$ cat src/rtl/ext_mem_loader_pkg.sv
// Shared state encoding, address strides and the load checksum step for ext_mem_loader.
package ext_mem_loader_pkg;

    typedef enum logic [2:0] {
        ST_IDLE   = 3'd0,
        ST_LOAD   = 3'd1,
        ST_VERIFY = 3'd2,
        ST_RUN    = 3'd3,
        ST_DREQ   = 3'd4,
        ST_DOUT   = 3'd5,
        ST_DONE   = 3'd6
    } state_t;

    localparam int unsigned IMEM_STRIDE = 4;
    localparam int unsigned DMEM_STRIDE = 8;

    // One checksum step: rotate the accumulator left by one bit, then fold in the next word.
    function automatic logic [31:0] checksum_step(input logic [31:0] acc, input logic [31:0] word);
        return {acc[30:0], acc[31]} ^ word;
    endfunction

endpackage

$ cat src/rtl/loader_cycle_counter.sv
// Loadable down-counter that times the cpu run window; zero marks the final enabled cycle.
module loader_cycle_counter #(
    parameter int CNT_W = 32
) (
    input  logic             clk,
    input  logic             arst,
    input  logic             load,
    input  logic [CNT_W-1:0] load_val,
    input  logic             dec,
    output logic             zero
);
    localparam logic [CNT_W-1:0] CNT_ONE = {{(CNT_W-1){1'b0}}, 1'b1};

    logic [CNT_W-1:0] count_r;

    // Load wins over decrement; the count saturates at zero.
    always_ff @(posedge clk or posedge arst) begin
        if (arst) begin
            count_r <= {CNT_W{1'b0}};
        end else if (load) begin
            count_r <= load_val;
        end else if (dec && (count_r != {CNT_W{1'b0}})) begin
            count_r <= count_r - CNT_ONE;
        end else begin
            count_r <= count_r;
        end
    end

    assign zero = (count_r == {CNT_W{1'b0}});

endmodule

$ cat src/rtl/ext_mem_loader.sv
// Host-side loader: streams a program into imem, runs the cpu for a fixed budget, dumps a dmem window.
// Define LOADER_VERIFY_EN to add a checksum read-back of imem between load and run.
module ext_mem_loader
    import ext_mem_loader_pkg::*;
#(
    parameter int IMEM_AW = 9,
    parameter int DMEM_AW = 10,
    parameter int CNT_W   = 32
) (
    input  logic             clk,
    input  logic             arst,
    input  logic             start,
    input  logic [IMEM_AW:0] imem_len,
    input  logic [CNT_W-1:0] run_cycles,
    input  logic [63:0]      dump_base,
    input  logic [DMEM_AW:0] dump_len,
    input  logic             in_valid,
    output logic             in_ready,
    input  logic [31:0]      in_data,
    output logic             out_valid,
    input  logic             out_ready,
    output logic [63:0]      out_data,
    output logic             out_last,
    output logic [63:0]      addr_ext,
    output logic             wen_ext,
    output logic             ren_ext,
    output logic [31:0]      wdata_ext,
    input  logic [31:0]      rdata_ext,
    output logic [63:0]      addr_ext_2,
    output logic             wen_ext_2,
    output logic             ren_ext_2,
    output logic [63:0]      wdata_ext_2,
    input  logic [63:0]      rdata_ext_2,
    output logic             cpu_enable,
    output logic             busy,
    output logic             done,
    output logic             verify_err
);
    localparam logic [IMEM_AW:0] IDX_ONE = {{IMEM_AW{1'b0}}, 1'b1};
    localparam logic [DMEM_AW:0] K_ONE   = {{DMEM_AW{1'b0}}, 1'b1};
    localparam logic [CNT_W-1:0] CNT_ONE = {{(CNT_W-1){1'b0}}, 1'b1};

    state_t           state_r, state_next_s;
    state_t           run_stage_s, dump_stage_s, post_load_s;
    logic [IMEM_AW:0] imem_len_r, idx_r;
    logic [CNT_W-1:0] run_cycles_r, run_len_s;
    logic [63:0]      dump_base_r, out_data_r;
    logic [DMEM_AW:0] dump_len_r, dump_cnt_s, k_r;
    logic             rd_wait_r;
    logic             idle_s, start_ok_s, hs_s, load_last_s, out_last_s;
    logic             ctr_load_s, ctr_zero_s, vrd_s, verify_exit_s;

    assign idle_s      = (state_r == ST_IDLE) || (state_r == ST_DONE);
    assign start_ok_s  = start && idle_s;
    assign hs_s        = in_valid && (state_r == ST_LOAD);
    assign load_last_s = (idx_r == (imem_len_r - IDX_ONE));
    assign out_last_s  = (k_r == (dump_len_r - K_ONE));

    // Stage skipping looks at the live inputs on the start cycle, the latched copies afterwards.
    always_comb begin
        run_len_s    = run_cycles_r;
        dump_cnt_s   = dump_len_r;
        dump_stage_s = ST_DONE;
        run_stage_s  = ST_DONE;
        if (idle_s) begin
            run_len_s  = run_cycles;
            dump_cnt_s = dump_len;
        end else begin
            run_len_s  = run_cycles_r;
            dump_cnt_s = dump_len_r;
        end
        if (dump_cnt_s != {(DMEM_AW+1){1'b0}}) begin
            dump_stage_s = ST_DREQ;
        end else begin
            dump_stage_s = ST_DONE;
        end
        if (run_len_s != {CNT_W{1'b0}}) begin
            run_stage_s = ST_RUN;
        end else begin
            run_stage_s = dump_stage_s;
        end
    end

    // Next-state selection and the run-counter load strobe.
    always_comb begin
        state_next_s = state_r;
        case (state_r)
            ST_IDLE, ST_DONE: begin
                if (!start) begin
                    state_next_s = state_r;
                end else if (imem_len != {(IMEM_AW+1){1'b0}}) begin
                    state_next_s = ST_LOAD;
                end else begin
                    state_next_s = run_stage_s;
                end
            end
            ST_LOAD: begin
                if (hs_s && load_last_s) begin
                    state_next_s = post_load_s;
                end else begin
                    state_next_s = ST_LOAD;
                end
            end
            ST_VERIFY: begin
                if (verify_exit_s) begin
                    state_next_s = run_stage_s;
                end else begin
                    state_next_s = ST_VERIFY;
                end
            end
            ST_RUN: begin
                if (ctr_zero_s) begin
                    state_next_s = dump_stage_s;
                end else begin
                    state_next_s = ST_RUN;
                end
            end
            ST_DREQ: begin
                if (rd_wait_r) begin
                    state_next_s = ST_DOUT;
                end else begin
                    state_next_s = ST_DREQ;
                end
            end
            ST_DOUT: begin
                if (!out_ready) begin
                    state_next_s = ST_DOUT;
                end else if (out_last_s) begin
                    state_next_s = ST_DONE;
                end else begin
                    state_next_s = ST_DREQ;
                end
            end
            default: state_next_s = ST_IDLE;
        endcase
        ctr_load_s = (state_next_s == ST_RUN) && (state_r != ST_RUN);
    end

    // State register; reset drops every state-derived strobe on the same edge.
    always_ff @(posedge clk or posedge arst) begin
        if (arst) begin
            state_r <= ST_IDLE;
        end else begin
            state_r <= state_next_s;
        end
    end

    // Job parameters are captured once, on the accepted start.
    always_ff @(posedge clk or posedge arst) begin
        if (arst) begin
            imem_len_r   <= {(IMEM_AW+1){1'b0}};
            run_cycles_r <= {CNT_W{1'b0}};
            dump_base_r  <= 64'h0;
            dump_len_r   <= {(DMEM_AW+1){1'b0}};
        end else if (start_ok_s) begin
            imem_len_r   <= imem_len;
            run_cycles_r <= run_cycles;
            dump_base_r  <= dump_base;
            dump_len_r   <= dump_len;
        end else begin
            imem_len_r   <= imem_len_r;
            run_cycles_r <= run_cycles_r;
            dump_base_r  <= dump_base_r;
            dump_len_r   <= dump_len_r;
        end
    end

    // imem word index, shared by load writes and verify reads.
    always_ff @(posedge clk or posedge arst) begin
        if (arst) begin
            idx_r <= {(IMEM_AW+1){1'b0}};
        end else if (start_ok_s) begin
            idx_r <= {(IMEM_AW+1){1'b0}};
        end else if (hs_s) begin
            idx_r <= load_last_s ? {(IMEM_AW+1){1'b0}} : (idx_r + IDX_ONE);
        end else if (vrd_s) begin
            idx_r <= idx_r + IDX_ONE;
        end else begin
            idx_r <= idx_r;
        end
    end

    // Dump path: one read strobe, one capture cycle, then hold the word until the host takes it.
    always_ff @(posedge clk or posedge arst) begin
        if (arst) begin
            k_r        <= {(DMEM_AW+1){1'b0}};
            rd_wait_r  <= 1'b0;
            out_data_r <= 64'h0;
        end else begin
            rd_wait_r <= (state_r == ST_DREQ) && !rd_wait_r;
            if (start_ok_s) begin
                k_r <= {(DMEM_AW+1){1'b0}};
            end else if ((state_r == ST_DOUT) && out_ready) begin
                k_r <= k_r + K_ONE;
            end else begin
                k_r <= k_r;
            end
            if ((state_r == ST_DREQ) && rd_wait_r) begin
                out_data_r <= rdata_ext_2;
            end else begin
                out_data_r <= out_data_r;
            end
        end
    end

    loader_cycle_counter #(.CNT_W(CNT_W)) u_run_counter (
        .clk      (clk),
        .arst     (arst),
        .load     (ctr_load_s),
        .load_val (run_len_s - CNT_ONE),
        .dec      (state_r == ST_RUN),
        .zero     (ctr_zero_s)
    );

`ifdef LOADER_VERIFY_EN
    logic [31:0] csum_r, vsum_r;
    logic        rd_pend_r, verify_err_r, vdone_s;

    assign post_load_s   = ST_VERIFY;
    assign vrd_s         = (state_r == ST_VERIFY) && (idx_r != imem_len_r);
    assign vdone_s       = (state_r == ST_VERIFY) && (idx_r == imem_len_r) && !rd_pend_r;
    assign verify_exit_s = vdone_s;
    assign ren_ext       = vrd_s;
    assign verify_err    = verify_err_r;

    // Write-side and read-back checksums; a mismatch is sticky until reset.
    always_ff @(posedge clk or posedge arst) begin
        if (arst) begin
            csum_r       <= 32'h0;
            vsum_r       <= 32'h0;
            rd_pend_r    <= 1'b0;
            verify_err_r <= 1'b0;
        end else begin
            rd_pend_r    <= vrd_s;
            verify_err_r <= verify_err_r || (vdone_s && (vsum_r != csum_r));
            if (start_ok_s) begin
                csum_r <= 32'h0;
                vsum_r <= 32'h0;
            end else begin
                csum_r <= hs_s ? checksum_step(csum_r, in_data) : csum_r;
                vsum_r <= rd_pend_r ? checksum_step(vsum_r, rdata_ext) : vsum_r;
            end
        end
    end
`else
    logic unused_rdata_s;

    assign post_load_s    = run_stage_s;
    assign vrd_s          = 1'b0;
    assign verify_exit_s  = 1'b1;
    assign ren_ext        = 1'b0;
    assign verify_err     = 1'b0;
    assign unused_rdata_s = ^rdata_ext;
`endif

    assign in_ready    = (state_r == ST_LOAD);
    assign wen_ext     = hs_s;
    assign wdata_ext   = hs_s ? in_data : 32'h0;
    assign addr_ext    = ((state_r == ST_LOAD) || (state_r == ST_VERIFY)) ?
                         (64'(idx_r) * 64'(IMEM_STRIDE)) : 64'h0;
    assign ren_ext_2   = (state_r == ST_DREQ) && !rd_wait_r;
    assign addr_ext_2  = (state_r == ST_DREQ) ? (dump_base_r + 64'(k_r) * 64'(DMEM_STRIDE)) : 64'h0;
    assign wen_ext_2   = 1'b0;
    assign wdata_ext_2 = 64'h0;
    assign out_valid   = (state_r == ST_DOUT);
    assign out_data    = out_data_r;
    assign out_last    = (state_r == ST_DOUT) && out_last_s;
    assign cpu_enable  = (state_r == ST_RUN);
    assign busy        = !idle_s;
    assign done        = (state_r == ST_DONE);

endmodule

$ cat config.mk
export PLATFORM = sky130hd
export DESIGN_NAME = ext_mem_loader
export DESIGN_NICKNAME = d
export VERILOG_FILES = /design/src/rtl/ext_mem_loader_pkg.sv /design/src/rtl/loader_cycle_counter.sv /design/src/rtl/ext_mem_loader.sv
export SDC_FILE = /design/constraint.sdc
export NUM_CORES = 1
export LEC_CHECK = 0
export CORE_AREA = 4 4 209 211
export DETAILED_ROUTE_END_ITERATION = 8
export DIE_AREA = 0 0 213 215
export HOLD_SLACK_MARGIN = 0.1
export PLACE_DENSITY = 0.74
export SLEW_MARGIN = 15
export SYNTH_ARGS = -nofsm -noshare
export SYNTH_HDL_FRONTEND = slang
export SYNTH_HIERARCHICAL = 1
export SYNTH_SLANG_ARGS = --single-unit
$ cat constraint.sdc
create_clock -name clk -period 6.5 [get_ports clk]
set_input_delay 1.3 -clock clk [delete_from_list [all_inputs] [get_ports clk]]
set_output_delay 1.3 -clock clk [all_outputs]
set_load 0.005 [all_outputs]
* Yosys cells after proc, flatten, opt, wreduce, memory -nomap -nowiden
Index checks and enable logic that the tools add are counted.
** Word-level totals
- Register bits :: 238
- Output and inout port bits :: 299
- Logic and storage cells :: 72
- Input port bits :: 250
** Cells by class
- Mux-type cells :: 22
- Reduce and logical (&&, ||, !) cells :: 23
- $add $sub $neg :: 7
- Equality and inequality tests :: 10
** Operators by type and width (count)
- two-way mux 32 bit :: 4
- adder 64 x 14 -> 64 bit :: 1
- two-way mux 64 bit :: 1
- nonzero test 32 bit :: 2
- subtractor 32 x 1 -> 32 bit, second input constant :: 2
- two-way mux 11 bit :: 3
- logical NOT 32 bit :: 1
- two-way mux 10 bit :: 3
- one-hot mux 3 bit (6 select lines) :: 1
- two-way mux 3 bit :: 5
- two-way mux 12 bit :: 1
- adder 11 x 1 -> 11 bit, second input constant :: 1
- equality test 11 bit :: 1
- nonzero test 11 bit :: 1
- subtractor 11 x 1 -> 11 bit, second input constant :: 1
- adder 10 x 1 -> 10 bit, second input constant :: 1
- equality test 10 bit :: 1
- nonzero test 10 bit :: 1
- subtractor 10 x 1 -> 10 bit, second input constant :: 1
- equality test 3 x 2 -> 1 bit, second input constant :: 3
- equality test 3 bit, second input constant :: 3
- logical AND 1 bit :: 9
- two-way mux 2 bit :: 3
- nonzero test 2 bit :: 3
- 7 further kinds :: 9

* Depth between registers and ports, before layout
- Word-level depth :: 12
- Gate-level depth with buffers :: 17
- Gate-level depth less buffers :: 12

* Modules after synthesis
The synthesis kept the hierarchy.
** By module, submodules not included
- ext_mem_loader :: cells an instance 1588, area an instance 13329.0 um2, sequential area each 5154.9 um2, instances 1
- loader_cycle_counter :: cells an instance 226, area an instance 2173.3 um2, sequential area each 800.8 um2, instances 1

* Worst setup path before layout
No wires, ideal clock.
- Path kind :: register to register
- Start :: register state_r[1]
- End :: register u_run_counter.count_r[10]
- Stages on the path, launching flop included :: 17
- Arrival time :: 4.520 ns
- Required time :: 6.375 ns
- Library setup time :: 0.125 ns
- Path slack :: 1.856 ns
- Cells stage by stage :: dfrtp_1 xor2_1 nor2_1 inv_1 buf_2 buf_2 buf_1 mux2i_1 ha_1 nand4_1 nand2b_1 o2bb2ai_1 a211oi_1 clkbuf_1 clkinv_1 dlygate4sd3_1 mux2_2
** Between the ends
- Word-level cells in the longest chain between the ends :: 12
** RTL lines
- start: declaration :: line ext_mem_loader.sv:43 : state_t state_r, state_next_s;
- start signal: assignment :: line ext_mem_loader.sv:144 : state_r <= state_next_s;
- equality test 3 bit or logical NOT 3 bit (tied branches) :: line ext_mem_loader.sv:53, ext_mem_loader.sv:87
- logical OR 1 bit :: line ext_mem_loader.sv:53 : assign idle_s = (state_r == ST_IDLE) || (state_r == ST_DONE);
- two-way mux 11 bit :: line ext_mem_loader.sv:65 : if (idle_s) begin
- nonzero test 11 bit :: line ext_mem_loader.sv:72 : if (dump_cnt_s != {(DMEM_AW+1){1'b0}}) begin
- two-way mux 2 bit :: line ext_mem_loader.sv:72
- two-way mux 3 bit :: line ext_mem_loader.sv:77 : if (run_len_s != {CNT_W{1'b0}}) begin
- two-way mux 3 bit :: line ext_mem_loader.sv:91 : end else if (imem_len != {(IMEM_AW+1){1'b0}}) begin
- two-way mux 3 bit :: line ext_mem_loader.sv:89 : if (!start) begin
- one-hot mux 3 bit (6 select lines) :: line ext_mem_loader.sv:87 : case (state_r)
- equality test 3 x 2 -> 1 bit :: line ext_mem_loader.sv:136 : ctr_load_s = (state_next_s == ST_RUN) && (state_r != ST_RUN);
- logical AND 1 bit * :: line ext_mem_loader.sv:136
- named net ctr_load_s :: line ext_mem_loader.sv:51 : logic ctr_load_s, ctr_zero_s, vrd_s, verify_exit_s;
- two-way mux 32 bit or nonzero test 2 bit (tied branches)
- end signal: assignment :: line loader_cycle_counter.sv:19 : count_r <= {CNT_W{1'b0}};
- end signal: assignment :: line loader_cycle_counter.sv:21 : count_r <= load_val;
- end signal: assignment :: line loader_cycle_counter.sv:23 : count_r <= count_r - CNT_ONE;
- end: declaration :: line loader_cycle_counter.sv:14 : logic [CNT_W-1:0] count_r;
The timed path passes the listed nets; every way through them passes the cells marked *.
A chain may end at the register's enable or synchronous reset.

* Worst setup path after layout
- Start :: register k_r[0]
- End :: output port addr_ext_2[53]
** Between the ends
- Word-level cells in the longest chain between the ends :: 2
** RTL lines
- start: declaration :: line ext_mem_loader.sv:48 : logic [DMEM_AW:0] dump_len_r, dump_cnt_s, k_r;
- start signal: assignment :: line ext_mem_loader.sv:186 : k_r <= {(DMEM_AW+1){1'b0}};
- start signal: assignment :: line ext_mem_loader.sv:192 : k_r <= {(DMEM_AW+1){1'b0}};
- start signal: assignment :: line ext_mem_loader.sv:194 : k_r <= k_r + K_ONE;
- adder 64 x 14 -> 64 bit :: line ext_mem_loader.sv:262 : assign addr_ext_2 = (state_r == ST_DREQ) ? (dump_base_r + 64'(k_r) * 64'(DMEM_STRIDE)) : 64'h0;
- two-way mux 64 bit :: line ext_mem_loader.sv:262
- end: declaration :: line ext_mem_loader.sv:29 : output logic [63:0] addr_ext_2,
Every way passes these cells.

==> metrics.md <==
| Metric | Value |
|---|---|
| Number of global-route vias before repair | `14400` |
| Worst path bufs/invs | `2` |
| Setup WS post-layout | `0.711 ns` |
| Min Tclk post-route | `5.79 ns` |
| Outcome | `complete, no violations` |
| Final nets | `2433` |
| GPL Wtd Cong | `0.880` |
| DR pass1 iterations | `5` |
| Ys Warns | `6` |
| Clock latency on the worst-skew pair | `0.55 ns` |
| Setup WS pre-CTS | `1.29 ns` |
| Die W | `213 um` |
| CP required | `5.20 ns` |
| Post-CTS resize count | `0` |
| Final Hold Viols | `0` |
| Hold_buf cts | `0` |
| CP Max Fanout | `17` |
| GRT Residual Overflow | `0` |
| RSZ-0062 raised after global routing | `false` |
| Number of distinct library cells after synthesis | `84` |
| Layout cell share with drive strength beyond 1 | `0.0855` |
| Multi-input logic area | `8610 um2` |
| Cell with the most instances after synthesis | `nand2_1` |
| CTS Buf Count | `28` |
| Slew headroom | `0.225` |
| Leak | `0.00891 uW` |
| Worst R2R Path Depth | `10` |
| TritonCTS clock tree | `built` |
| Drt total wl | `48800 um` |
| Register Area | `5960 um2` |
| Die height | `215 um` |
| First-pass GRT wire length | `76100 um` |
| Delay-heaviest family, CP | `compound AO/OA/AOI/OAI gates` |
| Hold Crit Class | `flip-flop to flip-flop` |
| Fmax | `0.173 GHz` |
| PwrDens | `336 nW/um2` |
| Dpl hpwl | `36500 um` |
| Initial antenna violation count | `2` |
| Worst EP arrival | `4.49 ns` |
| Mean Syn Cell Area | `8.55 um2` |
| Root Driver | `clkbuf_16` |
| Total track usage | `0.203` |
| Slowest stage delay, CP | `0.68 ns` |
| Area contributors post-synth | `dfrtp_1, nand2_1, buf_4` |
| Crit path cell chain | `ha_1 -> fa_1 -> a21oi_1 -> o21bai_1 -> a211oi_1 -> o311a_1 -> buf_4 -> or4_1 -> or3_1 -> a21oi_1 -> clkdlybuf4s50_1` |
| Crit path depth | `11` |
| Register area share after synthesis | `0.384` |
| Fraction of registers with async set/reset | `1.00` |
| Endpoints failing setup | `0` |
| Area leader, netlist | `dfrtp_1` |
| Worst setup EP type | `output port` |
| Clock tree sinks | `238` |
| Post-Synthesis Cell Area | `15500 um2` |
| Post-synth EDFFs | `0` |
| Commonest cells in the netlist | `nand2_1, dfrtp_1, buf_4, nor2_1, xnor2_1` |
| Critical path type | `flip-flop to output port` |
| Layout Skew | `0.0111 ns` |
| Hold path depth | `1` |
| Total power | `6910 uW` |
| Final setup TNS | `0 ns` |
| Core area | `41800 um2` |
| Worst-case vdd ir drop | `215 uV` |
| CP startpoint | `k_r[0]` |
| Top-area cell type share of the netlist area | `0.384` |
| Most used DFF post-synth | `dfrtp_1` |
| Die ar. | `45800 um2` |
| Crit-path slowest cell | `or4_1` |
| Hold path startpoint | `rd_wait_r` |
| H-tree Lvls | `1` |
| Largest net degree at the start of global routing | `141` |
| Vias | `14300` |
| Post-DR vias/cell | `5.23` |
| Fin. max-slew vios | `0` |
| # fillers | `3915` |
| I/O Buffers | `395` |
| I/O pins | `549` |
| ANT nets after route | `0` |
| Instance count of the mapped netlist | `1814` |
| FF-to-FF Start | `state_r[0]` |
| Initial Util | `0.371` |
| Post-DP Area | `19500 um2` |
| CP most frequent cell | `a21oi_1` |
| Reg clk slew, reported paths | `0.07 ns` |
| Setup Buffers After CTS | `0` |
| 1st-iter DRT viols | `1016` |
| Startpoint types | `flip-flop` |
| Wirelength per Cell | `17.9 um` |
| Tcrit/Tclk final | `0.891` |
| DRC errors left | `0` |
| Design area | `20600 um2` |
| Row cnt | `75` |
| Max cap viols | `0` |
| Maximum clock path buffer count | `3` |
| Worst slew pin tran | `1.16 ns` |
| Yosys reg bits | `238` |
| Syn-to-layout area delta | `32.6%` |
==> layout make-up <==
class | count | area share
Antenna cell | 1 | 0.000122
Clock buffer | 39 | 0.0405
Clock inverter | 12 | 0.0110
Inverter | 35 | 0.00657
Multi-Input combinational cell | 1450 | 0.419
Sequential cell | 238 | 0.290
Tap cell | 539 | 0.0328
Timing Repair Buffer | 412 | 0.200
==> registers in the layout, summed over array words and instances (netlist names) <==
register / flops
out_data: 64
k_r: 11
idx_r: 10
dump_len_r: 11
u_run_counter/count_r: 32
state_r: 3
run_cycles_r: 32
rd_wait_r: 1
dump_base_r: 64
imem_len_r: 10
==> per-layer routing <==
layer	up-vias	track usage	wire length [um]
met2	597	0.357	24500
met1	6885	0.241	18600
met4	0	0.0724	1830
met5	-	0	0
li1	6683	-	-
met3	103	0.0477	3860
==> kinds of logic (layout without fill, tap and decap cells) <==
| family | count (synthesis) | in the layout | synth area share |
|---|---|---|---|
| compound gates | 194 | 194 | 0.0810 |
| flops | 238 | 238 | 0.384 |
| other cells | 1 | 122 | 0.000242 |
| fa+ha+maj | 18 | 18 | 0.0150 |
| simple gates | 868 | 868 | 0.273 |
| buf+inv | 246 | 498 | 0.0916 |
| mux | 107 | 107 | 0.0751 |
| xor+xnor | 142 | 142 | 0.0802 |
==> cells in the final DEF (no fill, tap or decap), types with 5 or more instances in the layout <==
cell type / count
clkbuf_16: 28
mux2_2: 74
mux2i_1: 33
a21o_1: 6
nand4_1: 23
o31ai_1: 5
conb_1: 121
a2111oi_0: 6
nor4b_1: 5
dfrtp_1: 238
o21ai_0: 54
nand2b_1: 6
bufinv_16: 6
or4_1: 13
a21oi_1: 43
nor2_1: 121
clkbuf_8: 9
buf_4: 14
or3_1: 23
nand2_1: 418
inv_1: 31
nor3_1: 48
and2_1: 19
nor4_1: 42
o21ai_1: 6
or2_2: 13
and3_1: 40
ha_1: 17
nor3b_1: 11
xnor2_1: 104
xor2_1: 38
clkdlybuf4s50_1: 395
nand3_1: 35
nand3b_1: 8
a31oi_1: 20
==> metrics by stage <==
step | util | instances | hold WS (ns)
after CTS | 0.492 | 2725 | 0.441
after detailed placement | 0.467 | 2674 | 0.430
after floorplan | - | 1934 | 0.420
after global routing | 0.492 | 2726 | 0.455
after global placement | 0.467 | 2674 | 0.423
final | 0.492 | 2726 | 0.433
==> report_power, final <==
part / switching, uW / total [uW] / internal (uW)
clock: 650 / 1780 / 1130
sequential: 623 / 2570 / 1950
combinational: 1390 / 2570 / 1170
==> path summary, 6_finish.rpt <==
path | endpoint | slack (ns)
max in group asynchronous | k_r[0] | 4.38
worst min register to register | rd_wait_r | 0.43
min in group asynchronous | out_data[55] | 1.06
worst max-delay path | addr_ext_2[53] | 0.71
worst min-delay path | rd_wait_r | 0.43
worst max register to register | u_run_counter/count_r[1] | 1.65
Power figures use the tool's default switching activity.
